File: src/rtl/pipelined_addsub.sv
// Pipelined adder/subtractor: the carry chain is cut into STAGES equal segments,
// one register stage per segment, with a valid/ready stream and bubble collapsing.
module pipelined_addsub #(
    parameter int unsigned WIDTH  = 8,
    parameter int unsigned STAGES = 2
) (
    input  logic             clk,
    input  logic             rst_n,
    input  logic [WIDTH-1:0] a,
    input  logic [WIDTH-1:0] b,
    input  logic             sub,
    input  logic             in_valid,
    output logic             in_ready,
    output logic [WIDTH:0]   y,
    output logic             overflow,
    output logic             out_valid,
    input  logic             out_ready
);

    localparam int unsigned SEG  = WIDTH / STAGES;
    localparam int unsigned LAST = STAGES - 1;

    generate
        if (WIDTH < 1 || STAGES < 1 || STAGES > WIDTH || (WIDTH % STAGES) != 0) begin : g_bad_cfg
            $error("pipelined_addsub: WIDTH must be a non-zero multiple of STAGES");
        end
    endgenerate

    // Per-stage registers; b_q holds b already inverted for subtraction
    logic             v_q   [STAGES];
    logic [WIDTH-1:0] a_q   [STAGES];
    logic [WIDTH-1:0] b_q   [STAGES];
    logic [WIDTH-1:0] sum_q [STAGES];
    logic             c_q   [STAGES];
    logic             sub_q [STAGES];
    logic             ovf_q;

    // Stage inputs (previous stage or the input port) and next-state values
    logic             ld   [STAGES+1];
    logic             pv   [STAGES];
    logic [WIDTH-1:0] pa   [STAGES];
    logic [WIDTH-1:0] pb   [STAGES];
    logic [WIDTH-1:0] psum [STAGES];
    logic             pc   [STAGES];
    logic             psub [STAGES];
    logic [SEG:0]     seg  [STAGES];
    logic [WIDTH-1:0] nsum [STAGES];
    logic             nc   [STAGES];
    logic             novf;

    always_comb begin
        // Stage k may load when empty or when its occupant moves on this cycle
        ld[STAGES] = out_ready;
        for (int k = int'(STAGES) - 1; k >= 0; k--) begin
            ld[k] = !v_q[k] || ld[k+1];
        end

        pv[0]   = in_valid;
        pa[0]   = a;
        pb[0]   = sub ? ~b : b;
        pc[0]   = sub;
        psub[0] = sub;
        psum[0] = '0;
        for (int k = 1; k < int'(STAGES); k++) begin
            pv[k]   = v_q[k-1];
            pa[k]   = a_q[k-1];
            pb[k]   = b_q[k-1];
            pc[k]   = c_q[k-1];
            psub[k] = sub_q[k-1];
            psum[k] = sum_q[k-1];
        end

        for (int k = 0; k < int'(STAGES); k++) begin
            seg[k]  = {1'b0, pa[k][k*SEG +: SEG]} + {1'b0, pb[k][k*SEG +: SEG]} + (SEG+1)'(pc[k]);
            nsum[k] = psum[k];
            nsum[k][k*SEG +: SEG] = seg[k][SEG-1:0];
            nc[k]   = seg[k][SEG];
        end

        // Operand signs agree (b already conditionally inverted) but result sign differs
        novf = (pa[LAST][WIDTH-1] == pb[LAST][WIDTH-1]) && (nsum[LAST][WIDTH-1] != pa[LAST][WIDTH-1]);
    end

    always_ff @(posedge clk) begin
        if (!rst_n) begin
            for (int k = 0; k < int'(STAGES); k++) begin
                v_q[k]   <= 1'b0;
                a_q[k]   <= '0;
                b_q[k]   <= '0;
                sum_q[k] <= '0;
                c_q[k]   <= 1'b0;
                sub_q[k] <= 1'b0;
            end
            ovf_q <= 1'b0;
        end else begin
            for (int k = 0; k < int'(STAGES); k++) begin
                if (ld[k]) begin
                    v_q[k] <= pv[k];
                    // Data only moves with a valid token, so bubbles never disturb held fields
                    if (pv[k]) begin
                        a_q[k]   <= pa[k];
                        b_q[k]   <= pb[k];
                        sum_q[k] <= nsum[k];
                        sub_q[k] <= psub[k];
                        // Last stage keeps carry for add, borrow (inverted carry) for sub
                        c_q[k]   <= (k == int'(LAST)) ? (nc[k] ^ psub[k]) : nc[k];
                    end
                end
            end
            if (ld[LAST] && pv[LAST]) begin
                ovf_q <= novf;
            end
        end
    end

    assign in_ready  = rst_n && ld[0];
    assign out_valid = v_q[LAST];
    assign y         = {c_q[LAST], sum_q[LAST]};
    assign overflow  = ovf_q;

endmodule
File: config.mk
export PLATFORM = sky130hd
export DESIGN_NAME = pipelined_addsub
export DESIGN_NICKNAME = d
export VERILOG_FILES = /design/src/rtl/pipelined_addsub.sv
export SDC_FILE = /design/constraint.sdc
export NUM_CORES = 1
export LEC_CHECK = 0
export ABC_CLOCK_PERIOD_IN_PS = 3700
export BUFFER_PORTS_ARGS = -buffer_cell sky130_fd_sc_hd__clkbuf_2
export CORE_UTILIZATION = 50
export DETAILED_ROUTE_END_ITERATION = 6
export PLACE_DENSITY = 0.83
export SKIP_CTS_REPAIR_TIMING = 1
export SLEW_MARGIN = 20
export SYNTH_ARGS = -nofsm -noshare
export SYNTH_HDL_FRONTEND = slang
export SYNTH_SLANG_ARGS = --single-unit
File: constraint.sdc
create_clock -name clk -period 3.7 [get_ports clk]
set_clock_uncertainty 0.15 [all_clocks]
set_input_delay 0.925 -clock clk [delete_from_list [all_inputs] [get_ports clk]]
set_output_delay 0.925 -clock clk [all_outputs]
set_load 0.02 [all_outputs]
* After elaboration in Yosys (flattened, before gate mapping) *
Memories as Yosys holds them, arrays and structs flattened.
Cells that the tools add are included.

word-level totals
  bits in registers = 1
  memory bits (writable) = 54
  input bits = 21
  logic and storage cells = 62
  memories = 6

memory list
  name   words  width  read ports  clocked after Yosys merged registers in  wr ports  line  source
  a_q    2      8      1           0                                        2         31    logic [WIDTH-1:0] a_q [STAGES];
  b_q    2      8      1           0                                        2         32    logic [WIDTH-1:0] b_q [STAGES];
  sum_q  2      8      2           0                                        2         33    logic [WIDTH-1:0] sum_q [STAGES];
  c_q    2      1      2           0                                        2         34    logic c_q [STAGES];
  sub_q  2      1      1           0                                        2         35    logic sub_q [STAGES];
  v_q    2      1      2           0                                        2         30    logic v_q [STAGES];

cells by class
  add/subtract/negate cells = 4
  eq/ne operators = 2
  multiplexer cells = 28
  bitwise operators = 14
  reductions and logical operators = 7

operator list
  cell                  count
  2-to-1 mux 8 bit      7
  2-to-1 mux 1 bit      21
  OR 1 bit              12
  adder 4 x 4 -> 5 bit  2
  adder 5 x 1 -> 5 bit  2
  inverter 8 bit        1
  logical AND 1 bit     3
  logical NOT 1 bit     2
  logical OR 1 bit      2
  equality test 1 bit   1
  != test 1 bit         1
  bitwise XOR 1 bit     1

* Depth between registers and ports, before layout *
Gate-level depths: netlist (run 1).
An unclocked memory read counts as a cell.

  depth in word-level cells = 8
  mapped depth = 7

* Least setup slack after synthesis (run 1) *
OpenSTA, ideal clock, no wires.

  path kind = input to register
  start = input port rst_n
  end = memory a_q[0][4] (enable)
  library setup time = 0.407 ns
  arrival time = 2.292 ns
  data required time = 3.143 ns
  setup slack = 0.851 ns
  stages on the path = 3
  path buffers = 1
  cells stage by stage = clkbuf_1 > nand3_1 > a21boi_0

RTL lines
  what             line  source
  start, declared  8     input logic rst_n,
  end, declared    31

* Worst setup path in the final report (run 1) *
  start = input port out_ready
  end = output port in_ready

between the ends
  longest elaborated chain between the ends = 3

ends and longest elaborated chain
  what                            line  source
  start, declared                 17    input logic out_ready
  logical OR 1 bit (2 in series)  55    ld[k] = !v_q[k] || ld[k+1];
  logical AND 1 bit               116   assign in_ready = rst_n && ld[0];
  end, declared                   13    output logic in_ready,

No other way between the ends.

==> results of run 1 <==
-- metrics by stage --
step / instance area [um2] / cells
after floorplan: 1390 / 114
after global placement: 1560 / 172
after detailed placement: 1560 / 172
after CTS: 1590 / 176
after global routing: 1590 / 176
final: 1590 / 176
-- power by group --
part           switching [mW]  internal, mW  leakage [nW]
Clock                  0.0811        0.0396        0.0154
Sequential            0.00835         0.354         0.280
Combinational          0.0749        0.0588         0.392
-- state kept, by name (all words and copies together), names as in the netlist --
signal	flops
v_q	2
c_q	2
overflow	1
b_q	4
sub_q	1
sum_q	12
a_q	4
-- Yosys cell counts --
cell,n
edfxtp_1,25
and2_1,11
nor2_1,10
inv_1,8
xnor2_1,8
ha_1,6
nand2_1,5
a21oi_1,4
and3_1,3
fa_1,3
nor2b_1,3
o21ai_0,3
xor2_1,3
a21o_1,2
clkbuf_1,2
nand2b_1,2
nand3_1,2
nor3_1,2
a21boi_0,1
a31oi_4,1
and2_2,1
buf_2,1
buf_4,1
buf_6,1
dfxtp_1,1
mux2_4,1
nand3b_1,1
nand4_1,1
nor3b_1,1
o311ai_0,1
-- area by class of cell --
class	instances	area, um2
Fill cell	203	955
Sequential cell	26	771
Clock inverter	1	3.75
Tap cell	30	37.5
Clock buffer	3	22.5
Timing Repair Buffer	33	168
Inverter	8	30.0
Multi-Input combinational cell	75	558
-- kinds of logic after synthesis --
kind of cell,Yosys count
compound gates,12
xor+xnor,11
fa+ha+maj,9
buf+inv,13
flops,26
mux,1
simple gates,42
-- metal layers --
layer  vias up  GRT usage (%)  share of wire (%)
li1        454              -                  -
met1       385           16.6                 40
met2        34           28.9                 51
met3         5           2.50                6.9
met4         0           10.3                2.7
met5         -              0                  0
-- worst min-delay path by stage --
stage                startpoint           end  slack, ps  cells past startpoint
floorplan           sum_q[0][2]  sum_q[0][10]        350                      1
global placement       overflow      overflow        340                      2
detailed placement  sum_q[0][3]  sum_q[0][11]        350                      1
CTS                 sum_q[0][3]  sum_q[0][11]        390                      1
global route        sum_q[0][2]  sum_q[0][10]        400                      1
finish              sum_q[0][3]  sum_q[0][11]        380                      1
==> out/results.txt, run 1 <==
Final Power: 0.617 mW
warnings from Yosys: 0
Max-Cap Viols: 0
CP max-delay cell: nor2b_1
total CTS buffers: 3
synth top area cells: edfxtp_1 (54%), ha_1 (5.4%), xnor2_1 (5.0%)
final setup TNS: 0 ps
vias in the first global route: 816
peak per-stage delay on the critical path: 220 ps
final setup margin: 949 ps
Site Rows: 18
I/O Buffers: 32
CTS HTree Levels: 1
WP buf/inv: 2
Detail Route Antenna Nets: 0
Hold Path Class: flip-flop to flip-flop
largest family of logic cells by synthesized area: simple AND/OR/NAND/NOR gates
latest clock arrival within the worst-skew pair: 320 ps
Hold Violations, Final: 0
final setup fails: 0
global-route wire length before repair: 3240 um
total iterations of the first detailed-routing run: 4
Setup crit end: in_ready
synthesized area: 1390 um2
drt via density: 4.99
r2r startpoint: c_q[0][0]
flop2flop setup slack: 1530 ps
period utilization: 74.4%
WL/cell: 11.4 um
largest net degree at the start of global routing: 15
Final min period: 2750 ps
most frequent cells in the layout: clkbuf_2 (32), edfxtp_1 (25), and2_1 (11)
I/O Pins: 33
Ant. Diodes: 0
synthesized flop and latch total: 26
status: completed
GRT overflow: 0
CTS tree: built
r2r endpoint: c_q[0][1]
Power per Cell Area: 388 nW/um2
Synth Net Count: 144
sequential area share after synthesis: 55.4%
count of cell types in the netlist: 30
Vias: 878
crit path from: out_ready
Req. time, crit path: 2620 ps
Synth Area in XOR/XNOR: 6.93%
worst hold slack: 384 ps
starting DRC count in detailed routing: 14
core area: 2540 um2
Simple-Gate Fraction of Synth Area: 16.1%
CP Capture Type: output pin
fraction of layout cells with a size suffix above 1: 26.7%
Clock transition at path regs: 130 ps
Place WS: 954 ps
unrepaired setup endpoints after global routing: false
worst-margin pin slew: 695 ps
initial antenna violation count: 0
FF-to-FF path depth: 7
Synth Area in Compound Gates: 6.30%
routability cong.: 0.783
clk buf depth: 2
CP top delay family: simple AND/OR/NAND/NOR gates
die height: 54.7 um
Initial Util: 54.6%
startpoint type of the worst setup path: input pin
worst ir drop on vdd: 0.214 mV
CP Cell Sequence: clkbuf_2 > nor2b_1 > nand2_1 > and2_1 > clkbuf_2
GRT Util Overall: 15.9%
WL final: 2010 um
clk sink count: 26
most common cell after layout, fill and taps aside: clkbuf_2
leakage: 0.687 nW
Setup CP Type: input pin to output pin
# DRC: 0
Die Span X: 54.7 um
clock root buffer: clkbuf_4
Stages on worst setup path: 5
max-slew violation count: 0
max_slew headroom: 53.7%
Achievable Freq: 0.364 GHz
Max FO, Critical Path: 4
top cell type's share of synthesized area: 54.0%
crit path DAT: 1680 ps
Die ar.: 2990 um2
post-synthesis mux area share: 1.08%
Syn Area/Cell: 12.2 um2
fin nets: 177
Worst path most repeated cell: clkbuf_2
Syn Inst Count: 114
Synth Area in Adders: 9.72%
area grow syn2layout: 14.4%
area leader, netlist: edfxtp_1
final core occ: 62.5%
DP HPWL: 1600 um
Power figures use the tool's default switching activity.
==> run 2: changes to the inputs <==
Settings changed: ABC_CLOCK_PERIOD_IN_PS 3700 to 2800.
Clock period 3.7 ns to 2.8 ns, I/O delays scaled along.
==> out/results.txt, run 2 (synthesis results as in run 1) <==
clk sink count: 26
hold wc startpoint: sum_q[0][3]
GR met2 Demand/Resource: 29.7%
total iterations of the first detailed-routing run: 4
GRT met1 Usage: 18.7%
core area: 2540 um2
r2r startpoint: c_q[0][0]
largest net degree at the start of global routing: 15
cell-internal power: 0.599 mW
Die ar.: 2990 um2
Clock transition at path regs: 120 ps
Vias: 897
flop2flop setup slack: 650 ps
fraction of layout cells with a size suffix above 1: 27.2%
area grow syn2layout: 14.9%
die height: 54.7 um
layer with the highest usage: met2
Place WS: 299 ps
Final min period: 2350 ps
met3 Track Usage GR: 0.833%
Setup CP Type: input pin to output pin
CP max-delay cell: nor2b_1
share of power burned in registers: 59.1%
final setup fails: 0
sw power: 0.214 mW
hold worst-path end: sum_q[0][11]
r2r endpoint: c_q[0][1]
CP Capture Type: output pin
clk buf depth: 2
Hold Path Class: flip-flop to flip-flop
CTS HTree Levels: 1
Post-Layout Cell Count: 177
hold path cells: 1
worst-margin pin slew: 472 ps
GRT Util Overall: 16.5%
peak per-stage delay on the critical path: 260 ps
Largest regs: sum_q x12, a_q x4, b_q x4
vias in the first global route: 820
starting DRC count in detailed routing: 15
crit path DAT: 1500 ps
Initial Util: 54.6%
sw frac: 26.3%
FF-to-FF path depth: 7
most frequent cells in the layout: clkbuf_2 (32), edfxtp_1 (25), and2_1 (11)
CTS tree: built
Largest register FFs: 12
I/O Buffers: 32
max_slew headroom: 68.6%
CP top delay family: simple AND/OR/NAND/NOR gates
total CTS buffers: 3
DP HPWL: 1680 um
final setup margin: 448 ps
leakage: 0.693 nW
period utilization: 84.0%
Power per Cell Area: 509 nW/um2
post-route cell area: 1600 um2
fin nets: 178
max-slew violation count: 0
drt via density: 5.07
startpoint type of the worst setup path: input pin
Site Rows: 18
Final Power: 0.813 mW
Biggest register: sum_q
WL/cell: 11.8 um
final setup TNS: 0 ps
Hold Violations, Final: 0
Max-Cap Viols: 0
DP Area: 1570 um2
Comb power frac: 22.1%
Cells after DPL: 173
Ant. Diodes: 0
initial antenna violation count: 0
# DRC: 0
Req. time, crit path: 1950 ps
global-route wire length before repair: 3420 um
I/O Pins: 33
Clock Power Share: 18.8%
Achievable Freq: 0.425 GHz
clock root buffer: clkbuf_4
WL final: 2090 um
CP Cell Sequence: clkbuf_2 > nor2b_1 > nand2_1 > and2_1 > clkbuf_2
Detail Route Antenna Nets: 0
most common cell after layout, fill and taps aside: clkbuf_2
WP buf/inv: 2
routability cong.: 0.758
unrepaired setup endpoints after global routing: false
latest clock arrival within the worst-skew pair: 310 ps
worst ir drop on vdd: 0.290 mV
status: completed
Die Span X: 54.7 um
GRT overflow: 0
Worst path most repeated cell: clkbuf_2
Max FO, Critical Path: 4
==> run 2: changes by cell type in the layout (fill, tap and decap cells not counted), sizes merged <==
| cell | previous run | this run |
|---|---|---|
| buf | 1 | 2 |
==> run 2: layout make-up <==
type                            count  area [um2]
Timing Repair Buffer               34         175
Tap cell                           30        37.5
Sequential cell                    26         771
Clock buffer                        3        22.5
Inverter                            8        30.0
Multi-Input combinational cell     75         558
Clock inverter                      1        3.75
Fill cell                         199         947
==> run 2: power by group through the flow <==
| stage | Combinational, mW | Sequential [mW] | Clock, mW |
|---|---|---|---|
| floorplan | 0.113 | 0.505 | 0 |
| global placement | 0.172 | 0.487 | 0 |
| detailed placement | 0.181 | 0.490 | 0 |
| CTS | 0.182 | 0.481 | 0.158 |
| global route | 0.201 | 0.485 | 0.171 |
| finish | 0.180 | 0.480 | 0.153 |
==> run 2: per-layer routing <==
metal,vias up,part of all wire (%)
li1,455,-
met1,408,43
met2,32,51
met3,2,4.6
met4,0,1.3
met5,-,0
==> run 2: how the worst max path moves through the flow <==
stage / startpoint / end / slack, ps / cells after the start
global placement: sub / sum_q[0][3] / 390 / 7
floorplan: rst_n / a_q[0][4] / 180 / 3
detailed placement: sub / sum_q[0][3] / 300 / 7
finish: out_ready / in_ready / 450 / 5
CTS: out_ready / in_ready / 450 / 5
global route: out_ready / in_ready / 280 / 5
==> run 2: through the flow <==
stage / hold slack (ps) / utilization, %
5_1_grt: 414 / 62.8
3_3_place_gp: 336 / 61.8
3_5_place_dp: 368 / 61.8
6_report: 390 / 62.8
4_1_cts: 398 / 62.8
2_1_floorplan: 347 / -
==> run 3: changes to the inputs <==
Settings changed: ABC_CLOCK_PERIOD_IN_PS 2800 to 2100, CORE_UTILIZATION 50 to 47, PLACE_DENSITY 0.83 to 0.82.
Clock period 2.8 ns to 2.1 ns, I/O delays scaled along.
==> out/results.txt, run 3 (synthesis results as in run 1) <==
total CTS buffers: 3
CP max-delay cell: fa_2
post-route cell area: 1650 um2
Setup CP Type: flip-flop to flip-flop
DP Area: 1600 um2
largest net degree at the start of global routing: 15
Vias: 893
peak per-stage delay on the critical path: 400 ps
clk sink count: 26
final setup margin: 94.7 ps
Die Span X: 56.4 um
most frequent cells in the layout: clkbuf_2 (32), edfxtp_1 (25), and2_1 (11)
CTS HTree Levels: 1
Largest regs: sum_q x12, a_q x4, b_q x4
Max FO, Critical Path: 2
period utilization: 95.5%
Detail Route Antenna Nets: 0
hold worst-path end: a_q[0][5]
clk buf depth: 2
final setup fails: 0
core area: 2780 um2
clock root buffer: clkbuf_4
Ant. Diodes: 0
Req. time, crit path: 2020 ps
WP buf/inv: 1
Biggest register: sum_q
Max-Cap Viols: 0
max-slew violation count: 0
crit path DAT: 1930 ps
final setup TNS: 0 ps
FF-to-FF path depth: 7
worst ir drop on vdd: 0.485 mV
Final min period: 2010 ps
# DRC: 0
GRT overflow: 0
total iterations of the first detailed-routing run: 4
fin nets: 182
die height: 56.4 um
CP Cell Sequence: inv_1 > fa_2 > fa_2 > nor2b_2 > o21ai_1 > a21oi_2 > nor3_2
drt via density: 4.91
WL final: 2110 um
r2r startpoint: c_q[0][0]
global-route wire length before repair: 3660 um
Clock transition at path regs: 130 ps
CP Capture Type: flip-flop
worst-margin pin slew: 682 ps
starting DRC count in detailed routing: 12
Worst path most repeated cell: fa_2
CTS tree: built
CP top delay family: adder cells
Site Rows: 19
most common cell after layout, fill and taps aside: clkbuf_2
status: completed
Die ar.: 3180 um2
worst hold slack: 326 ps
final core occ: 59.2%
WL/cell: 11.6 um
routability cong.: 0.854
latest clock arrival within the worst-skew pair: 320 ps
I/O Pins: 33
Achievable Freq: 0.499 GHz
Hold Path Class: input pin to flip-flop
flop2flop setup slack: 90 ps
r2r endpoint: c_q[0][1]
Place WS: -11.8 ps
initial antenna violation count: 0
leakage: 0.714 nW
fraction of layout cells with a size suffix above 1: 33.1%
hold wc startpoint: a[5]
startpoint type of the worst setup path: flip-flop
Fill cells: 230
hold path cells: 2
DP HPWL: 1640 um
vias in the first global route: 929
GRT Util Overall: 14.9%
I/O Buffers: 32
area grow syn2layout: 18.5%
Largest register FFs: 12
Hold Violations, Final: 0
max_slew headroom: 54.5%
Initial Util: 50.0%
Power per Cell Area: 672 nW/um2
unrepaired setup endpoints after global routing: false
## run 3: through the flow
step | cells | power (mW)
finish | 182 | 1.11
floorplan | 114 | 0.825
CTS | 182 | 1.11
global placement | 178 | 0.889
detailed placement | 178 | 0.901
global route | 182 | 1.17
## run 3: worst max-delay path by stage
stage	slack (ps)	startpoint	cells after the start	endpoint
floorplan	6	sub	7	sum_q[0][3]
global placement	6	b[0]	6	c_q[0][0]
detailed placement	-10	b[0]	6	sum_q[0][2]
CTS	-30	c_q[0][0]	7	c_q[0][1]
global route	8	v_q[0][1]	4	in_ready
finish	90	c_q[0][0]	7	c_q[0][1]
## run 3: final cells by class
class	count	area [um2]	share of cell area, %
well taps	31	38.8	2.35
repair buffers	38	205	12.5
flip-flops and latches	26	771	46.8
inverters	8	30.0	1.82
multi-input cells	75	577	35.0
clock buffers	4	26.3	1.59
## run 3: layer usage
metal | global-route usage (%) | vias up | wire length [um]
li1 | - | 463 | -
met5 | 0 | - | 0
met1 | 17.0 | 394 | 902
met4 | 11.5 | 0 | 76
met3 | 1.84 | 6 | 103
met2 | 25.3 | 30 | 1030
## run 3: power by group
part           switching, mW  total (mW)  internal, mW
Sequential            0.0150       0.639         0.624
Combinational          0.137       0.253         0.116
Clock                  0.141       0.216        0.0743
Total                  0.294        1.11         0.814
